## src/rtl/fetch_pkg.sv

```systemverilog
// fetch_pkg: shared types and constants for the instruction-fetch stage.
//   fetch_state_t    : fetch controller states
//   NOP_WORD         : bubble encoding written into IF/ID
//   DEFAULT_RESET_PC : default program counter after reset
//   PC_STEP          : sequential PC increment (one 32-bit word)
//   word_align()     : clears the two low address bits of a redirect target
package fetch_pkg;

  typedef enum logic [1:0] {
    FETCH  = 2'd0,
    HOLD   = 2'd1,
    SQUASH = 2'd2
  } fetch_state_t;

  localparam logic [31:0] NOP_WORD         = 32'h0000_0000;
  localparam logic [31:0] DEFAULT_RESET_PC = 32'h0000_0000;
  localparam logic [31:0] PC_STEP          = 32'd4;

  function automatic logic [31:0] word_align(input logic [31:0] addr);
    return {addr[31:2], 2'b00};
  endfunction

endpackage

```

## src/rtl/fetch_hold_buffer.sv

```systemverilog
// fetch_hold_buffer: one-entry skid register that parks a fetched word and
// its PC+4 while the pipeline is stalled.
//   clk, rst   : clock, asynchronous active-high reset
//   i_load     : capture i_word / i_pc4 and mark the entry valid
//   i_clear    : discard the entry (redirect)
//   i_consume  : entry has been delivered downstream, mark it empty
//   o_word, o_pc4, o_valid : current entry contents
module fetch_hold_buffer
  import fetch_pkg::*;
(
  input  logic        clk,
  input  logic        rst,
  input  logic        i_load,
  input  logic        i_clear,
  input  logic        i_consume,
  input  logic [31:0] i_word,
  input  logic [31:0] i_pc4,
  output logic [31:0] o_word,
  output logic [31:0] o_pc4,
  output logic        o_valid
);

  logic [31:0] r_word;
  logic [31:0] r_pc4;
  logic        r_valid;

  always_ff @(posedge clk or posedge rst) begin
    if (rst) begin
      r_word  <= NOP_WORD;
      r_pc4   <= '0;
      r_valid <= 1'b0;
    end else if (i_clear) begin
      r_word  <= NOP_WORD;
      r_valid <= 1'b0;
    end else if (i_load) begin
      r_word  <= i_word;
      r_pc4   <= i_pc4;
      r_valid <= 1'b1;
    end else if (i_consume) begin
      r_valid <= 1'b0;
    end
  end

  assign o_word  = r_word;
  assign o_pc4   = r_pc4;
  assign o_valid = r_valid;

endmodule

```

## src/rtl/instruction_fetch.sv

```systemverilog
// instruction_fetch: IF stage. Owns the PC, issues word reads to instruction
// memory over a req/ready handshake, and presents instruction / PC+4 (or a
// NOP bubble) plus the IF/ID write enable every cycle.
//   clock, startin          : clock, asynchronous active-high reset
//   pc_write                : hazard unit advance (0 = stall IF and IF/ID)
//   branch_taken/_target    : branch redirect request and destination
//   jump/jump_target        : jump redirect request and destination
//   imem_addr/req/ready/rdata : instruction memory handshake
//   instruction_out, pc_plus_4_out, if_id_write, fetch_valid : to IF/ID
module instruction_fetch
  import fetch_pkg::*;
#(
  parameter logic [31:0] RESET_PC = DEFAULT_RESET_PC
) (
  input  logic        clock,
  input  logic        startin,
  input  logic        pc_write,
  input  logic        branch_taken,
  input  logic [31:0] branch_target,
  input  logic        jump,
  input  logic [31:0] jump_target,
  output logic [31:0] imem_addr,
  output logic        imem_req,
  input  logic        imem_ready,
  input  logic [31:0] imem_rdata,
  output logic [31:0] instruction_out,
  output logic [31:0] pc_plus_4_out,
  output logic        if_id_write,
  output logic        fetch_valid
);

  fetch_state_t r_state;
  logic [31:0]  r_pc;
  logic [31:0]  r_redirect_pc;

  logic         w_redirect;
  logic [31:0]  w_target;
  logic [31:0]  w_pc_plus_4;
  logic         w_buf_load;
  logic         w_buf_clear;
  logic         w_buf_consume;
  logic [31:0]  w_buf_word;
  logic [31:0]  w_buf_pc4;
  logic         w_buf_valid;

  assign w_redirect  = branch_taken | jump;
  assign w_target    = word_align(branch_taken ? branch_target : jump_target);
  assign w_pc_plus_4 = r_pc + PC_STEP;

  assign w_buf_load    = (r_state == FETCH) && !w_redirect && imem_ready && !pc_write;
  assign w_buf_clear   = (r_state == HOLD) && w_redirect;
  assign w_buf_consume = (r_state == HOLD) && !w_redirect && pc_write;

  fetch_hold_buffer u_hold (
    .clk       (clock),
    .rst       (startin),
    .i_load    (w_buf_load),
    .i_clear   (w_buf_clear),
    .i_consume (w_buf_consume),
    .i_word    (imem_rdata),
    .i_pc4     (w_pc_plus_4),
    .o_word    (w_buf_word),
    .o_pc4     (w_buf_pc4),
    .o_valid   (w_buf_valid)
  );

  always_ff @(posedge clock or posedge startin) begin
    if (startin) begin
      r_state       <= FETCH;
      r_pc          <= RESET_PC;
      r_redirect_pc <= RESET_PC;
    end else begin
      case (r_state)
        FETCH: begin
          if (w_redirect) begin
            if (imem_ready) begin
              r_pc <= w_target;
            end else begin
              r_redirect_pc <= w_target;
              r_state       <= SQUASH;
            end
          end else if (imem_ready) begin
            r_pc <= w_pc_plus_4;
            if (!pc_write) r_state <= HOLD;
          end
        end
        HOLD: begin
          if (w_redirect) begin
            r_pc    <= w_target;
            r_state <= FETCH;
          end else if (pc_write) begin
            r_state <= FETCH;
          end
        end
        SQUASH: begin
          // The outstanding fetch must complete before the PC may move; a
          // redirect arriving in the completing cycle takes precedence.
          if (imem_ready) begin
            r_pc    <= w_redirect ? w_target : r_redirect_pc;
            r_state <= FETCH;
          end else if (w_redirect) begin
            r_redirect_pc <= w_target;
          end
        end
        default: r_state <= FETCH;
      endcase
    end
  end

  always_comb begin
    imem_req        = 1'b0;
    imem_addr       = r_pc;
    instruction_out = NOP_WORD;
    pc_plus_4_out   = w_pc_plus_4;
    fetch_valid     = 1'b0;
    if_id_write     = pc_write | w_redirect;
    if (startin) begin
      imem_addr     = RESET_PC;
      pc_plus_4_out = RESET_PC + PC_STEP;
      if_id_write   = 1'b0;
    end else begin
      case (r_state)
        FETCH: begin
          imem_req = 1'b1;
          if (!w_redirect && imem_ready && pc_write) begin
            instruction_out = imem_rdata;
            fetch_valid     = 1'b1;
          end
        end
        HOLD: begin
          if (w_buf_consume) begin
            instruction_out = w_buf_word;
            pc_plus_4_out   = w_buf_pc4;
            fetch_valid     = w_buf_valid;
          end
        end
        SQUASH: imem_req = 1'b1;
        default: ;
      endcase
    end
  end

endmodule

```

## config.mk

```make
export PLATFORM = sky130hd
export DESIGN_NAME = instruction_fetch
export DESIGN_NICKNAME = d
export VERILOG_FILES = /design/src/rtl/fetch_pkg.sv /design/src/rtl/fetch_hold_buffer.sv /design/src/rtl/instruction_fetch.sv
export SDC_FILE = /design/constraint.sdc
export NUM_CORES = 1
export LEC_CHECK = 0
export ABC_AREA = 1
export BUFFER_PORTS_ARGS = -buffer_cell sky130_fd_sc_hd__buf_2
export CAP_MARGIN = 20
export CORE_MARGIN = 5
export CORE_UTILIZATION = 55
export CTS_CLUSTER_DIAMETER = 30
export CTS_CLUSTER_SIZE = 24
export DETAILED_ROUTE_END_ITERATION = 6
export PLACE_DENSITY = 0.83
export REMOVE_ABC_BUFFERS = 1
export SLEW_MARGIN = 20
export SYNTH_ARGS = -nofsm -noshare
export SYNTH_HDL_FRONTEND = slang
export SYNTH_HIERARCHICAL = 1
export SYNTH_SLANG_ARGS = --single-unit
export TNS_END_PERCENT = 50
```

## constraint.sdc

```tcl
create_clock -name clock -period 4.4 [get_ports clock]
set_input_delay 0.44 -clock clock [delete_from_list [all_inputs] [get_ports clock]]
set_output_delay 0.44 -clock clock [all_outputs]
set_load 0.02 [all_outputs]
```

# [Yosys cells after proc, flatten, opt, wreduce, memory -nomap -nowiden]
# Index checks and enable logic that the tools add are counted.
[classes] n_addsub=1 shift=0 reduce_logical=20 n_eq_ne=12 n_mux=40 bitwise_logic=3 n_lt_le_gt_ge=0 div_mod_pow=0 multipliers=0
[op_table] operator="32-bit two-way mux" n=19
[op_table] operator="32-bit case mux with 2 select lines" n=2
[op_table] operator="32-bit case mux with 3 select lines" n=1
[op_table] operator="32-bit by 3-bit adder with 32-bit output, second input constant" n=1
[op_table] operator="2-bit two-way mux" n=7
[op_table] operator="2-bit inequality test, second input constant" n=6
[op_table] operator="3-bit inequality test, second input constant" n=4
[op_table] operator="1-bit two-way mux" n=9
[op_table] operator="1-bit logical AND" n=8
[op_table] operator="4-bit AND reduction" n=2
[op_table] operator="2-bit case mux with 3 select lines" n=1
[op_table] operator="3-bit nonzero test" n=2
[op_table] operator="5-bit AND reduction" n=1
[op_table] operator="2-bit nonzero test" n=2
[op_table] operator="2-bit by 1-bit == test with 1-bit output, second input constant" n=1
[op_table] operator="2-bit == test, second input constant" n=1
[op_table] operator="1-bit logical NOT" n=2
[op_table] operator="2-bit logical NOT" n=1
[op_table] operator="1-bit bitwise OR" n=2
[op_table] operator="1-bit case mux with 2 select lines" n=1
[op_table] operator="2-bit AND reduction" n=1
[op_table] operator="2-bit OR reduction" n=1
[op_table] operator="1-bit inverter" n=1
[totals] memories=0 latch_bits=0 rom_bits=0 regBits=131 inputBits=102 mem_bits_rw=0

# [Depth between registers and ports, before layout]
[depth] depth_word=7 depth_mapped=12

# [Cells and area by module]
# Netlist, hierarchy kept.
[by_module_without_submodules] module="instruction_fetch" instances=1 seq_area_each_um2=1651.6 area_each_um2=6376.1 cells_per_inst=1103
[by_module_without_submodules] module="fetch_hold_buffer" instances=1 seq_area_each_um2=1626.6 area_each_um2=2553.7 cells_per_inst=284

# [Least setup slack after synthesis]
# Ideal clock, no wire load.
[synth_timing] kind="input to output" startpoint="in startin" endpoint="out pc_plus_4_out[6]" t_arrival_ns=3.499 setup_slack_ns=0.461 stages=5 cell_sequence="clkbuf_1 -> inv_1 -> clkbuf_1 -> o21ai_0 -> nor2_1"
[synth_between] elab_chain_cells=1
[synth_lines] item="start, declared" line_no="instruction_fetch.sv:16" source="input logic startin,"
[synth_lines] item="32-bit two-way mux" line_no="instruction_fetch.sv:117" source="if (startin) begin"
[synth_lines] item="end, declared" line_no="instruction_fetch.sv:27" source="output logic [31:0] pc_plus_4_out,"
# No other way between the ends.

# [Worst setup path in the final report]
[layout_timing] startpoint="reg r_state[1]" endpoint="out pc_plus_4_out[9]"
[layout_between] elab_chain_cells=6
[layout_lines] item="start, declared" line_no="instruction_fetch.sv:32" source="fetch_state_t r_state;"
[layout_lines] item="start signal, assigned" line_no="instruction_fetch.sv:69" source="r_state <= FETCH;"
[layout_lines] item="start signal, assigned" line_no="instruction_fetch.sv:80" source="r_state <= SQUASH;"
[layout_lines] item="start signal, assigned" line_no="instruction_fetch.sv:84" source="if (!pc_write) r_state <= HOLD;"
[layout_lines] item="2-bit by 1-bit == test with 1-bit output *" line_no="instruction_fetch.sv:52, instruction_fetch.sv:122"
[layout_lines] item="1-bit logical AND (2 in series)" line_no="instruction_fetch.sv:52" source="assign w_buf_consume = (r_state == HOLD) && !w_redirect && pc_write;"
[layout_lines] item="32-bit two-way mux" line_no="instruction_fetch.sv:131" source="if (w_buf_consume) begin"
[layout_lines] item="32-bit two-way mux *" line_no="instruction_fetch.sv:122" source="case (r_state)"
[layout_lines] item="32-bit two-way mux *" line_no="instruction_fetch.sv:117"
# Every way passes the cells marked *; elsewhere a longest branch is shown, timed or not.

==> impl_metrics.json <==
{
  "max_freq_mhz": 298,
  "cts_buffer_depth": 2,
  "synth_cells": 1387,
  "routed_wl_um": 27600,
  "async_flop_share": 1.00,
  "drtIter0Drc": 916,
  "clkTransAtPathRegs_ns": 0.06,
  "power.total_mw": 6.79,
  "io_buffers": 196,
  "worstPathRequired_ns": 3.96,
  "yosys_warnings": 6,
  "place_inst": 1731,
  "finalCriticalPeriod_ns": 3.35,
  "antenna_found_initial": 1,
  "die_w_um": 137,
  "route.detailed.drc": 0,
  "initial_core_util": 0.562,
  "p_leak_nw": 5.83,
  "ios": 201,
  "r2r_slack_ns": 1.68,
  "hold_viol": 0,
  "htree_levels": 4,
  "drt_pass1_iterations": 5,
  "powerDensity_nw_per_um2": 646,
  "cts_tree": "yes",
  "period_share": 0.762,
  "numCtsBuffers": 17,
  "instances_no_fill": 1763,
  "ys_ff_latch": 131,
  "relSlewSlack": 0.290,
  "synth.distinct_cells": 32,
  "min_path_type": "in -> async",
  "dp.final_hpwl_um": 18200,
  "antenna_cells": 0,
  "syn_area_per_cell_um2": 6.44,
  "status": "finished, final reports clean",
  "core-area_um2": 15900,
  "grt_pass1_vias": 9011,
  "dieArea_um2": 18900,
  "cts.sinks": 131,
  "place.gp.congestion": 0.914,
  "clk_latency_ns": 0.42,
  "wl_per_cell_um": 15.7,
  "critPathLaunchType": "flip-flop",
  "antenna_left": 0,
  "timing.clock.skew_ns": 0.00734,
  "reg2reg_depth": 11,
  "grt_pass1_wl_um": 44800,
  "layout.nets": 1641,
  "grt_max_degree": 69,
  "drive_gt1_frac": 0.181,
  "rsz0062_at_grt": "no",
  "post_cts_buffers": 0,
  "crit_path_end_kind": "output port",
  "slew_viol_final": 0,
  "rows": 46,
  "cp.arrival_ns": 2.91,
  "worst_pin_slew_ns": 1.06,
  "gr-total-overflow": 0,
  "die_h_um": 137,
  "rr_startpoint": "r_state[1]",
  "clockRootBuffer": "clkbuf_16",
  "cp_max_fo": 57,
  "vias": 9769,
  "rr_endpoint": "r_pc[27]",
  "synth_edf_count": 0,
  "synth-main-ff-cell": "dfrtp_1",
  "drv_cap": 0,
  "finalSetupViolations": 0,
  "area_growth_syn_to_layout_pct": 17.7,
  "vias_per_cell": 5.54,
  "cts-resized-gates": 0,
  "ir_drop_mv": 0.440,
  "grt_use_total": 0.298,
  "crit_type": "reg -> out",
  "ys_seq_area_frac": 0.367,
  "syn-cell-area_um2": 8930,
  "hold_buffers": 0
}
-- cells by family (layout without fill, tap and decap cells) --
group                      after synthesis  count (layout)  synth area share
AOI/OAI and AO/OA                      230             230             0.149
xor gates and xnor gates                15              15            0.0181
adders and majority gates                5               5           0.00701
buffers and inverters                  187             347            0.0880
DFF                                    131             131             0.367
and+or+nand+nor                        819             819             0.370
-- synth_stat cells, drive strengths merged (4+ instances only) --
cell      n  area share
nand2   565        0.24
a31oi    30       0.021
nand3    94       0.053
o21bai   16       0.013
ha        5      0.0070
buf      50       0.030
o21ai    51       0.029
nor3      4      0.0035
a21oi    91       0.051
clkbuf   39       0.016
xor2     15       0.018
nor2    152       0.073
dfrtp   131        0.37
a22oi    32       0.027
inv      98       0.041
o211ai    8      0.0067
-- area by class of cell --
type / instances / area, um2
clock buffer: 21 / 460
clock inverter: 11 / 110
fill: 1459 / 5380
inverter: 98 / 372
multi-input combinational: 1069 / 4880
sequential: 131 / 3280
tap: 216 / 270
timing repair buffer: 217 / 1140
-- critical path, cell delays in order, from the launching register on --
cell and delay, ns:
dfrtp_1 0.43, inv_1 0.12, ha_1 0.17, inv_1 0.09
nor2_4 0.14, nand2_2 0.07, inv_2 0.77, o21ai_0 0.21
inv_1 0.10, o21ai_0 0.14, inv_1 0.08, buf_2 0.16
-- flip-flops by register name, indices dropped and copies added (netlist names) --
signal	count
u_hold/o_pc4	32
u_hold/o_valid	1
u_hold/o_word	32
r_pc	32
r_redirect_pc	32
r_state	2
-- layout by cell type (no fill, tap or decap), drive strengths merged, types with 4 or more instances in the layout --
cell type    n
dfrtp      131
nor2       152
inv         96
clkbuf      21
xor2        15
o21ai       51
buf        217
nor3         4
a21oi       91
nand3       94
o21bai      16
o211ai       8
a22oi       32
a31oi       30
nand2      565
ha           5
clkinv       9
-- metal layers --
metal / global-route usage / vias up / routed length (um)
met5: 0 / - / 19
met4: 0.118 / 2 / 983
met3: 0.0562 / 78 / 2910
met2: 0.476 / 555 / 12500
met1: 0.400 / 4403 / 11100
li1: - / 4731 / -
-- per-stage QoR --
| step | utilization | setup TNS [ns] | cell area [um2] | setup WS, ns | hold WS (ns) |
|---|---|---|---|---|---|
| global placement | 0.626 | 0 | 9940 | 1.39 | 0.446 |
| finish | 0.661 | 0 | 10500 | 1.05 | 0.214 |
| global route | 0.661 | 0 | 10500 | 0.864 | 0.267 |
| detailed placement | 0.626 | 0 | 9940 | 1.38 | 0.453 |
| CTS | 0.661 | 0 | 10500 | 1.07 | 0.228 |
| floorplan | - | -147.21 | 8510 | -2.33 | 0.434 |
-- worst max path at each step --
| stage | from | slack [ns] | end | cells after the start |
|---|---|---|---|---|
| 2_1_floorplan | jump | -2.33 | u_hold/o_pc4[0] | 8 |
| 3_3_place_gp | branch_taken | 1.39 | pc_plus_4_out[10] | 11 |
| 3_5_place_dp | branch_taken | 1.38 | pc_plus_4_out[10] | 11 |
| 4_1_cts | r_state[1] | 1.07 | pc_plus_4_out[9] | 11 |
| 5_1_grt | r_state[1] | 0.86 | pc_plus_4_out[10] | 11 |
| 6_report | r_state[1] | 1.05 | pc_plus_4_out[9] | 11 |
-- power by group --
group / switching (mW) / internal (mW)
clock network: 0.528 / 0.855
registers: 0.428 / 1.79
logic: 2.16 / 1.02
total: 3.12 / 3.67
No activity file was read; power rests on OpenSTA's default activity.
